[config.mk]
export PLATFORM = sky130hd
export DESIGN_NAME = event_counter_bank
export DESIGN_NICKNAME = d
export VERILOG_FILES = /design/src/rtl/event_counter_bank.sv
export SDC_FILE = /design/constraint.sdc
export NUM_CORES = 1
export LEC_CHECK = 0
export ABC_AREA = 1
export ABC_CLOCK_PERIOD_IN_PS = 5000
export BUFFER_PORTS_ARGS = -buffer_cell sky130_fd_sc_hd__buf_4
export CELL_PAD_IN_SITES_DETAIL_PLACEMENT = 0
export CELL_PAD_IN_SITES_GLOBAL_PLACEMENT = 2
export CORE_MARGIN = 2
export CORE_UTILIZATION = 37
export CTS_BUF_LIST = sky130_fd_sc_hd__clkbuf_8
export DETAILED_ROUTE_END_ITERATION = 7
export HOLD_SLACK_MARGIN = 0.03
export PLACE_DENSITY = 0.95
export SYNTH_ARGS = -nofsm -noshare
export SYNTH_HDL_FRONTEND = slang
export SYNTH_SLANG_ARGS = --single-unit
[constraint.sdc]
create_clock -name CLKB -period 5 [get_ports CLKB]
set_input_delay 0.25 -clock CLKB [delete_from_list [all_inputs] [get_ports CLKB]]
set_output_delay 0.25 -clock CLKB [all_outputs]
set_load 0.02 [all_outputs]
[src/rtl/event_counter_bank.sv]
// Multi-channel event counter bank: per-channel runtime terminal, step K with
// saturation at the terminal, level or rising-edge qualification, wrap or one-shot.
module event_counter_bank #(
   parameter int CHANNELS = 4,
   parameter int WIDTH    = 8,
   parameter int MAX      = 4,
   parameter int K        = 1,
   parameter int DELAY    = 0,
   parameter int EDGE     = 0,
   localparam int CW      = (CHANNELS > 1) ? $clog2(CHANNELS) : 1
) (
   input  logic                      CLKB,
   input  logic                      rst_n,
   input  logic [CHANNELS-1:0]       en,
   input  logic [CHANNELS-1:0]       clr,
   input  logic [CHANNELS-1:0]       sig,
   input  logic [CHANNELS-1:0]       oneshot,
   input  logic                      load,
   input  logic [CW-1:0]             load_ch,
   input  logic [WIDTH-1:0]          load_val,
   output logic [CHANNELS*WIDTH-1:0] count,
   output logic [CHANNELS-1:0]       full,
   output logic [CHANNELS-1:0]       tc,
   output logic [CHANNELS-1:0]       done
);

   localparam logic [WIDTH-1:0] MAX_W   = WIDTH'(MAX);
   localparam logic [WIDTH-1:0] DELAY_W = WIDTH'(DELAY);
   localparam logic [WIDTH:0]   K_W     = (WIDTH+1)'(K);

   logic [WIDTH-1:0]    count_q [CHANNELS];
   logic [WIDTH-1:0]    count_d [CHANNELS];
   logic [WIDTH-1:0]    term_q  [CHANNELS];
   logic [WIDTH-1:0]    term_d  [CHANNELS];
   logic [WIDTH:0]      sum_w   [CHANNELS];
   logic [WIDTH-1:0]    sat_w   [CHANNELS];
   logic [CHANNELS-1:0] tc_q, tc_d;
   logic [CHANNELS-1:0] done_q, done_d;
   logic [CHANNELS-1:0] sig_dly_q;
   logic [CHANNELS-1:0] ev;
   logic [CHANNELS-1:0] load_hit;

   always_comb begin
      ev       = en & ((EDGE != 0) ? (sig & ~sig_dly_q) : sig);
      load_hit = '0;
      tc_d     = '0;
      done_d   = done_q;
      for (int i = 0; i < CHANNELS; i++) begin
         // Out-of-range load_ch matches no channel, so the write is dropped.
         load_hit[i] = load && (int'(load_ch) == i);
         count_d[i]  = count_q[i];
         term_d[i]   = term_q[i];
         sum_w[i]    = {1'b0, count_q[i]} + K_W;
         sat_w[i]    = (sum_w[i] > {1'b0, term_q[i]}) ? term_q[i] : sum_w[i][WIDTH-1:0];

         if (load_hit[i]) begin
            term_d[i]  = load_val;
            count_d[i] = '0;
            done_d[i]  = 1'b0;
         end else if (clr[i]) begin
            count_d[i] = '0;
            done_d[i]  = 1'b0;
         end else if (ev[i] && !done_q[i]) begin
            if (count_q[i] < term_q[i]) begin
               count_d[i] = sat_w[i];
               tc_d[i]    = (sat_w[i] == term_q[i]);
            end else if (count_q[i] == term_q[i]) begin
               if (!oneshot[i]) begin
                  count_d[i] = DELAY_W;
                  tc_d[i]    = (DELAY_W == term_q[i]);
               end else begin
                  done_d[i]  = 1'b1;
               end
            end
         end
      end
   end

   always_ff @(posedge CLKB or negedge rst_n) begin
      if (!rst_n) begin
         for (int i = 0; i < CHANNELS; i++) begin
            count_q[i] <= '0;
            term_q[i]  <= MAX_W;
         end
         tc_q      <= '0;
         done_q    <= '0;
         sig_dly_q <= '0;
      end else begin
         for (int i = 0; i < CHANNELS; i++) begin
            count_q[i] <= count_d[i];
            term_q[i]  <= term_d[i];
         end
         tc_q      <= tc_d;
         done_q    <= done_d;
         sig_dly_q <= sig;
      end
   end

   genvar g;
   generate
      for (g = 0; g < CHANNELS; g++) begin : g_out
         assign count[g*WIDTH +: WIDTH] = count_q[g];
         assign full[g]                 = (count_q[g] == term_q[g]);

         // A count above the terminal only arises from DELAY > term.
         a_no_overshoot : assert property (@(posedge CLKB) disable iff (!rst_n)
            count_q[g] <= term_q[g]);
      end
   endgenerate

   assign tc   = tc_q;
   assign done = done_q;

endmodule

==> results.ini <==
[logic_synthesis]
synth_fp_nets=947
yosys-top-cells-area=dfrtp_1 (28%), ha_1 (14%), nand2_1 (13%)
yosysTopAreaCell=dfrtp_1
ys_warn_count=0
synth-edff-count=0
netlist_instances=850
syn_area_mm2=0.00602
async_flop_share_pct=100
yosysSeqAreaShare_pct=30.0
synthTopCellsByCount=nand2_1 (212), inv_1 (134), dfrtp_1 (68), ha_1 (68), o21ai_0 (67)
synth_most_common_cell=nand2_1
ys_ff_latch=72
synthFlopType=dfrtp_1
synth_top_area_share_pct=28.3
synth.avg_cell_area_um2=7.08
synth_cell_types=41

[finish]
drive_gt1_share_pct=13.1
diodes=0
finalInstanceArea_mm2=0.00701
fillers=1697
nNetsFinal=1018
area.growth.synth_to_final_pct=16.5
multi_input_area_mm2=0.00360
regArea_mm2=0.00181

[clock_tree]
cts_buffers=9
ctsHoldBuffers=0
path_clk_slew_ps=80
cts.htree.levels=3
clock_sinks=72
clock-root-buffer=clkbuf_8
clock_latency_ps=370
cts_tree=built
cts_resized=0
cts_max_path_buffers=2
post-cts-setup-buffers=0

[critical_path]
r2r_slack_ps=1720
critical_path_class=flip-flop to flip-flop
max_stage_delay_ps=450
reg2reg_from=count[24]$_DFFE_PN0P_
worstSetupEndpointType=flip-flop
rr_worst_depth=12
cp_slowest_cell=dfrtp_1
cp-start-kind=flip-flop
reg2reg_to=count[28]$_DFFE_PN0P_
setup.worst_path.start=count[24]$_DFFE_PN0P_
crit_fanout=17
cpMostUsedCell=nand2_1
arrival_ps=3520
path_cells=ha_1 > nand3_1 > nor2_2 > xor2_1 > ha_1 > a21o_1 > a21oi_1 > nand2_1 > nand2_1 > nand2_1 > o21ai_0 > o22ai_1
cp_data_required_time_ps=5240

[sta]
hold_slack_ps=-13.0
setup_viol=0
fmax_mhz=305
maxSlewHeadroom_pct=32.7
hold_violations=3
period_share_pct=65.5
slew_viol_final=0
worstMarginPinSlew_ps=1010
fin_crit_ps=3280
tns_ps=0
finClkSkew_ps=8.02
rsz0062_at_grt=false

[run_status]
violations=hold timing
status=finished with violations

[power_and_ir_drop]
power_frac_seq_pct=35.2
power.density_mw_per_mm2=287
p_sw_share_pct=38.2
max-vdd-ir-drop_mv=0.108
p_clk_share_pct=30.3
combinationalPowerShare_pct=34.5
power_switching_w=0.000768
p_leak_nw=3.68
p_int_w=0.00124

[job]
max-cap-violations=0

[floorplan]
coreArea_mm2=0.0159
die_h_um=132
die_x_um=132
dieArea_mm2=0.0173
io-pin-count=73
initial_utilization_pct=37.9
fp-row-count=46

[place]
placed_area_mm2=0.00676
gp_congestion=0.869
dp_hpwl_mm=12.5
io_buffers=72

[global_route]
grt_pass1_vias=5321
grt_usage_pct=19.0
gr-total-overflow=0
antenna_found_initial=0
grt_pass1_wl_mm=26.8
grt_start_max_net_pins=73

[detailed_routing]
wirelength_mm=16.1
wl_per_cell_um=14.1
ant_nets=0
via_count=5636
drt_iter0_drc=267
drc=0
firstDrtPassIters=4
via_per_inst=4.94

[worst_hold_path]
hold_path.class=input pin to async pin

[worst max-delay path by stage]
stage	end	slack [ps]	cells past startpoint
after global routing	count[31]$_DFFE_PN0P_	1410	12
final	count[28]$_DFFE_PN0P_	1720	12
after detailed placement	count[28]$_DFFE_PN0P_	1750	12
after floorplan	tc[3]$_DFF_PN0_	2290	17
after CTS	count[26]$_DFFE_PN0P_	1720	12
after global placement	count[25]$_DFFE_PN0P_	1860	12
[per-layer routing]
layer  track usage [%]  part of all wire, %  vias up
met5                 0                    0        -
met4              6.28                  1.8        0
met3              2.74                  3.5       19
met2              29.9                   44      100
met1              26.7                   51     2560
li1                  -                    -     2957
[per-stage QoR]
step | cells | power, W | hold slack, ps | util (%) | setup slack, ps
6_report | 1142 | 0.00201 | -13.0 | 44.1 | 1720
5_1_grt | 1142 | 0.00218 | 114 | 44.1 | 1410
4_1_cts | 1142 | 0.00203 | 64.4 | 44.1 | 1720
3_5_place_dp | 1126 | 0.00142 | 473 | 42.5 | 1750
3_3_place_gp | 1126 | 0.00142 | 481 | 42.5 | 1860
2_1_floorplan | 850 | 0.00121 | -45.6 | - | 2290
[flip-flops by register name, summed over array words and instances (netlist names)]
| name | count |
|---|---|
| count | 32 |
| done | 4 |
| tc | 4 |
| term_q | 32 |
[power by group through the flow]
| stage | Sequential (W) | Clock, W | Combinational, W |
|---|---|---|---|
| final | 0.000709 | 0.000609 | 0.000694 |
| after global routing | 0.000719 | 0.000650 | 0.000806 |
| after CTS | 0.000709 | 0.000625 | 0.000698 |
| after detailed placement | 0.000720 | 0 | 0.000695 |
| after global placement | 0.000721 | 0 | 0.000696 |
| after floorplan | 0.000716 | 0 | 0.000496 |
[placed cells by master (no fill, tap or decap), drive strengths merged, types with 4 or more instances in the layout]
cell,n
o21ai,82
nor4,4
buf,73
dfrtp,68
nand4,37
xor2,21
clkbuf,11
ha,68
inv,139
nand3,58
nand3b,5
o22ai,19
a21oi,28
o21a,5
nand2,217
dfstp,4
nor3,12
nor2,55
[cell type report]
cell class | count | area share, %
clock buffers | 11 | 2.16
clock inverters | 5 | 1.46
inverters | 140 | 7.50
multi-input cells | 625 | 51.4
flip-flops and latches | 72 | 25.8
well taps | 216 | 3.86
repair buffers | 73 | 7.82
[worst max-delay path: cells and delay by family, from the launching register on]
| family | cells | cell delay [ps] |
|---|---|---|
| AO/OA/AOI/OAI | 4 | 700 |
| XOR/XNOR | 1 | 280 |
| adder cells (fa/ha/maj) | 2 | 530 |
| flip-flops | 1 | 450 |
| AND/OR/NAND/NOR | 5 | 1210 |
[cells by family (layout without fill, tap and decap cells)]
group                      count (synthesis)  after routing  share of synthesized area, %
and+or+nand+nor                          390            390                          29.1
buffers and inverters                    153            229                          10.1
AOI/OAI and AO/OA                        146            146                          13.5
DFF                                       72             72                          30.0
adders and majority gates                 68             68                          14.1
xor gates and xnor gates                  21             21                          3.18
(Power assumes the default switching activity.)
